===== config.mk =====
export PLATFORM = sky130hd
export DESIGN_NAME = pll_reset_sequencer
export DESIGN_NICKNAME = d
export VERILOG_FILES = /design/src/rtl/pll_seq_pkg.sv /design/src/rtl/sync_ff.sv /design/src/rtl/pll_reset_sequencer.sv
export SDC_FILE = /design/constraint.sdc
export NUM_CORES = 1
export LEC_CHECK = 0
export ABC_AREA = 1
export BUFFER_PORTS_ARGS = -buffer_cell sky130_fd_sc_hd__buf_2
export CORE_MARGIN = 2
export CORE_UTILIZATION = 45
export CTS_CLUSTER_SIZE = 40
export DETAILED_ROUTE_END_ITERATION = 8
export GPL_ROUTABILITY_DRIVEN = 1
export PLACE_DENSITY_LB_ADDON = 0.05
export SYNTH_ARGS = -nofsm -noshare
export SYNTH_HDL_FRONTEND = slang
export SYNTH_SLANG_ARGS = --single-unit

===== constraint.sdc =====
create_clock -name clk -period 1.4 [get_ports clk]
set_input_delay 0.21 -clock clk [delete_from_list [all_inputs] [get_ports clk]]
set_output_delay 0.21 -clock clk [all_outputs]
set_load 0.005 [all_outputs]

===== src/rtl/pll_seq_pkg.sv =====
// Shared types and sizing helpers for the PLL reset sequencer.
// Holds the sequencer state encoding and the shared counter width calculation.
package pll_seq_pkg;

   typedef enum logic [1:0] {
      PLL_RST,
      WAIT_LOCK,
      STABLE,
      RUN
   } state_t;

   // Width of a down-counter that must hold (max cycle count - 1).
   function automatic int cnt_width(input int a, input int b, input int c);
      int m;
      m = a;
      if (b > m) m = b;
      if (c > m) m = c;
      return (m < 2) ? 1 : $clog2(m);
   endfunction

endpackage


===== src/rtl/sync_ff.sv =====
// Generic multi-flop synchronizer for a single asynchronous bit.
// Latency is STAGES cycles; there is no handshake and no backpressure.
module sync_ff #(
   parameter int STAGES = 2
) (
   input  logic clk,
   input  logic reset,
   input  logic d,
   output logic q
);

   logic [STAGES-1:0] sr;

   always_ff @(posedge clk) begin
      if (reset) begin
         sr <= '0;
      end else begin
         sr <= {sr[STAGES-2:0], d};
      end
   end

   assign q = sr[STAGES-1];

endmodule


===== src/rtl/pll_reset_sequencer.sv =====
// Sequences PLL reset and system reset from the PLL lock indication (oscillator domain).
// Lock to sys_reset release is SYNC_STAGES+1+STABLE_CYCLES cycles; no flow control.
module pll_reset_sequencer
   import pll_seq_pkg::*;
#(
   parameter int RST_CYCLES    = 16,
   parameter int LOCK_TIMEOUT  = 65536,
   parameter int STABLE_CYCLES = 1024,
   parameter int SYNC_STAGES   = 2,
   parameter int CNT_W         = 8
) (
   input  logic             clk,
   input  logic             reset,
   input  logic             pll_locked,
   output logic             pll_rst,
   output logic             sys_reset,
   output logic             ready,
   output logic [CNT_W-1:0] retry_count,
   output logic [CNT_W-1:0] loss_count
);

   localparam int CW = cnt_width(RST_CYCLES, LOCK_TIMEOUT, STABLE_CYCLES);

   localparam logic [CW-1:0] RST_LOAD    = CW'(RST_CYCLES - 1);
   localparam logic [CW-1:0] TO_LOAD     = CW'(LOCK_TIMEOUT - 1);
   localparam logic [CW-1:0] STABLE_LOAD = CW'(STABLE_CYCLES - 1);

   logic          lock_s;
   state_t        state;
   state_t        state_nx;
   logic [CW-1:0] cnt;
   logic [CW-1:0] cnt_nx;
   logic          retry_inc;
   logic          loss_inc;

   sync_ff #(
      .STAGES(SYNC_STAGES)
   ) u_lock_sync (
      .clk  (clk),
      .reset(reset),
      .d    (pll_locked),
      .q    (lock_s)
   );

   always_comb begin
      state_nx  = state;
      cnt_nx    = cnt - CW'(1);
      retry_inc = 1'b0;
      loss_inc  = 1'b0;
      case (state)
         PLL_RST: begin
            if (cnt == '0) begin
               state_nx = WAIT_LOCK;
               cnt_nx   = TO_LOAD;
            end
         end
         WAIT_LOCK: begin
            // Lock takes priority over a timeout expiring on the same cycle.
            if (lock_s) begin
               state_nx = STABLE;
               cnt_nx   = STABLE_LOAD;
            end else if (cnt == '0) begin
               state_nx  = PLL_RST;
               cnt_nx    = RST_LOAD;
               retry_inc = 1'b1;
            end
         end
         STABLE: begin
            if (!lock_s) begin
               state_nx = WAIT_LOCK;
               cnt_nx   = TO_LOAD;
            end else if (cnt == '0) begin
               state_nx = RUN;
               cnt_nx   = '0;
            end
         end
         RUN: begin
            cnt_nx = cnt;
            if (!lock_s) begin
               state_nx = PLL_RST;
               cnt_nx   = RST_LOAD;
               loss_inc = 1'b1;
            end
         end
         default: begin
            state_nx = PLL_RST;
            cnt_nx   = RST_LOAD;
         end
      endcase
   end

   // Reset counts as an entry into PLL_RST, so the pulse timing from reset
   // release matches a pulse triggered by a timeout or a lock loss.
   always_ff @(posedge clk) begin
      if (reset) begin
         state       <= PLL_RST;
         cnt         <= RST_LOAD;
         pll_rst     <= 1'b1;
         sys_reset   <= 1'b1;
         ready       <= 1'b0;
         retry_count <= '0;
         loss_count  <= '0;
      end else begin
         state     <= state_nx;
         cnt       <= cnt_nx;
         pll_rst   <= (state_nx == PLL_RST);
         sys_reset <= (state_nx != RUN);
         ready     <= (state_nx == RUN);
         if (retry_inc && (retry_count != '1)) begin
            retry_count <= retry_count + CNT_W'(1);
         end
         if (loss_inc && (loss_count != '1)) begin
            loss_count <= loss_count + CNT_W'(1);
         end
      end
   end

endmodule


==> flow_metrics.env <==
export IMPL_status="finished, violations left"
export IMPL_failed_checks="setup timing"
export IMPL_cts_sinks=39
export IMPL_antenna_found_initial=0
export IMPL_synth_cells=348
export IMPL_ctsHoldBuffers=0
export IMPL_rsz0062_at_grt="yes"
export IMPL_synth_area_leader_cell="dfxtp_1"
export IMPL_mostFrequentLayoutCells="98 x nand2_1, 40 x buf_4, 33 x inv_1"
export IMPL_wl_per_cell_um=11.6
export IMPL_chipWidth_um=75.5
export IMPL_worst_path_max_fanout=4
export IMPL_grt_pass1_vias=2075
export IMPL_area_growth_pct=35.2
export IMPL_cts_tree="yes"
export IMPL_final_common_cell="nand2_1"
export IMPL_power_density_nw_per_um2=722
export IMPL_htreeDepth=2
export IMPL_grt_use_total=0.211
export IMPL_globalplace_congestion=0.867
export IMPL_worstPathRequired_ns=1.59
export IMPL_start_util=0.460
export IMPL_r2r_slack_ns=-0.009
export IMPL_hp_class="input port to flip-flop"
export IMPL_period_share=1.01
export IMPL_critPathArrivalTime_ns=1.60
export IMPL_synth_top_area_share=0.339
export IMPL_synth_fa_ha_area_frac=0.0163
export IMPL_yosysSeqAreaShare=0.339
export IMPL_remaining_drc_errors=0
export IMPL_place_hpwl_um=4110
export IMPL_avgSynthCellArea_sq_um=6.62
export IMPL_path_clk_slew_ns=0.08
export IMPL_grt_start_max_net_pins=26
export IMPL_finalCriticalPeriod_ns=1.41
export IMPL_worstMarginPinSlew_ns=0.406
export IMPL_peakVddDrop_v=0.000496
export IMPL_place_inst=476
export IMPL_synth_xor_area_frac=0.0380
export IMPL_slew_headroom=0.727
export IMPL_finalSetupViolCount=1
export IMPL_drtIter0Drc=66
export IMPL_max_freq_mhz=709
export IMPL_io_pins=22
export IMPL_drt_total_wl_um=5650
export IMPL_hold_violations=0
export IMPL_synth_area_top_cells="dfxtp_1 34%, nand2_1 17%, nor2_1 6.4%"
export IMPL_ys_flop_type="dfxtp_1"
export IMPL_drive_gt1_frac=0.344
export IMPL_leakagePower_nw=1.51
export IMPL_ctsRootBufferMaster="clkbuf_8"
export IMPL_ys_seq_elements=39
export IMPL_avgViaCountPerCell=4.76
export IMPL_timing_final_ws_setup_ns=-0.00947
export IMPL_pre_cts_ws_ns=-0.0831
export IMPL_grt_pass1_wl_um=9250
export IMPL_cp_end_kind="flip-flop"
export IMPL_vias=2311
export IMPL_critical_path_class="flip-flop to flip-flop"
export IMPL_cap_violations=0
export IMPL_synth_nets=354
export IMPL_dr_pass1_iters=4
export IMPL_design_core_area_sq_um=5010
export IMPL_synth_edf_count=0
export IMPL_ys_types=29
export IMPL_fp_row_count=26
export IMPL_die_h_um=75.5
export IMPL_drv_slew=0
export IMPL_synthMuxAreaShare=0
export IMPL_clockBufferDepth=2
export IMPL_final_cells=486
export IMPL_ant_nets=0
export IMPL_final_area_sq_um=3110
export IMPL_cts_made_buffers=5
export IMPL_synth_top_family_by_area="simple AND/OR/NAND/NOR gates"
export IMPL_fin_util=0.621
export IMPL_nets=421
export IMPL_portBuffers=21
export IMPL_finalClockSkew_ns=0.00752
export IMPL_place_area_sq_um=2810
export IMPL_overflow=0
export IMPL_dieArea_sq_um=5700
export IMPL_synth_compound_area_frac=0.114
export IMPL_async_flop_share=0
export IMPL_start_kind="flip-flop"
export IMPL_yosys_warnings=0
export IMPL_syn_cell_area_sq_um=2300
export IMPL_antennaDiodeCount=0
export IMPL_clk_latency_ns=0.29
export IMPL_synth_simple_area_share=0.410
export IMPL_total_power_mw=2.25
## synth_stat cells, types with 2 or more instances
cell type  instances
a21oi_1           29
clkbuf_1           3
dfxtp_1           39
ha_1               3
inv_1             37
inv_2              6
nand2_1          103
nand2_2            4
nand2_4            3
nand3_1           17
nand4_1           13
nor2_1            39
nor2_2             9
nor2_4             2
nor2_8             3
o21ai_0           14
o21ai_1            4
xnor2_1            4
xor2_1             6
## cell type report
cell class | instances | area [sq um]
Fill cell | 497 | 1900
Multi-Input combinational cell | 261 | 1490
Sequential cell | 39 | 793
Timing Repair Buffer | 65 | 459
Inverter | 43 | 161
Tap cell | 70 | 87.6
Clock buffer | 6 | 82.6
Clock inverter | 2 | 35.0
## repair_timing
item | 4_1_cts | 5_1_grt
setup endpoints to repair | 32 | 36
pin swaps | 3 | 7
resized for setup | 12 | 40
hold endpoints to repair | 0 | 0
buffers inserted | 1 | 1
## sequential cells by signal (all words and copies together), names as in the netlist
| signal | count |
|---|---|
| cnt | 16 |
| loss_count | 8 |
| pll_rst | 1 |
| ready | 1 |
| retry_count | 8 |
| state | 2 |
| sys_reset | 1 |
| u_lock_sync.sr | 2 |
## worst paths after layout
path,depth (start not counted),startpoint,endpoint
max,9,cnt[0],pll_rst
min reg2reg,2,u_lock_sync.sr[0],u_lock_sync.sr[1]
max reg2reg,9,cnt[0],pll_rst
min,3,pll_locked,u_lock_sync.sr[0]
## worst max-delay path, cell delays in order, from the launching register on
cell,delay [ns]
dfxtp_2,0.33
inv_2,0.07
ha_4,0.18
nand2_8,0.08
nor2_8,0.12
nand4_1,0.21
nand2_1,0.13
nor2_1,0.06
nand3_1,0.06
nand2_1,0.05
## per-stage QoR
step | hold slack, ns | TNS [ns]
2_1_floorplan | 0.305 | 0
3_3_place_gp | 0.390 | -0.502
3_5_place_dp | 0.395 | -1.10
4_1_cts | 0.105 | 0
5_1_grt | 0.143 | -1.40
6_report | 0.111 | -0.00947
## cell families after synthesis
kind of cell	Yosys count
compound gates	50
xor+xnor	10
fa+ha+maj	3
buf+inv	48
flops	39
simple gates	198
## metal layers
metal	vias to the layer above	wire length (um)	global-route usage
li1	1242	-	-
met1	1030	2660	0.269
met3	8	152	0.0423
met2	31	2760	0.358
met5	-	0	0
met4	0	80	0.0643
## power breakdown
part           total (mW)  internal, mW  switching [mW]  leakage [nW]
Clock               0.997         0.577           0.420        0.0612
Sequential           1.13          1.12         0.00980         0.318
Combinational       0.119        0.0549          0.0638          1.14
Power figures use the tool's default switching activity.
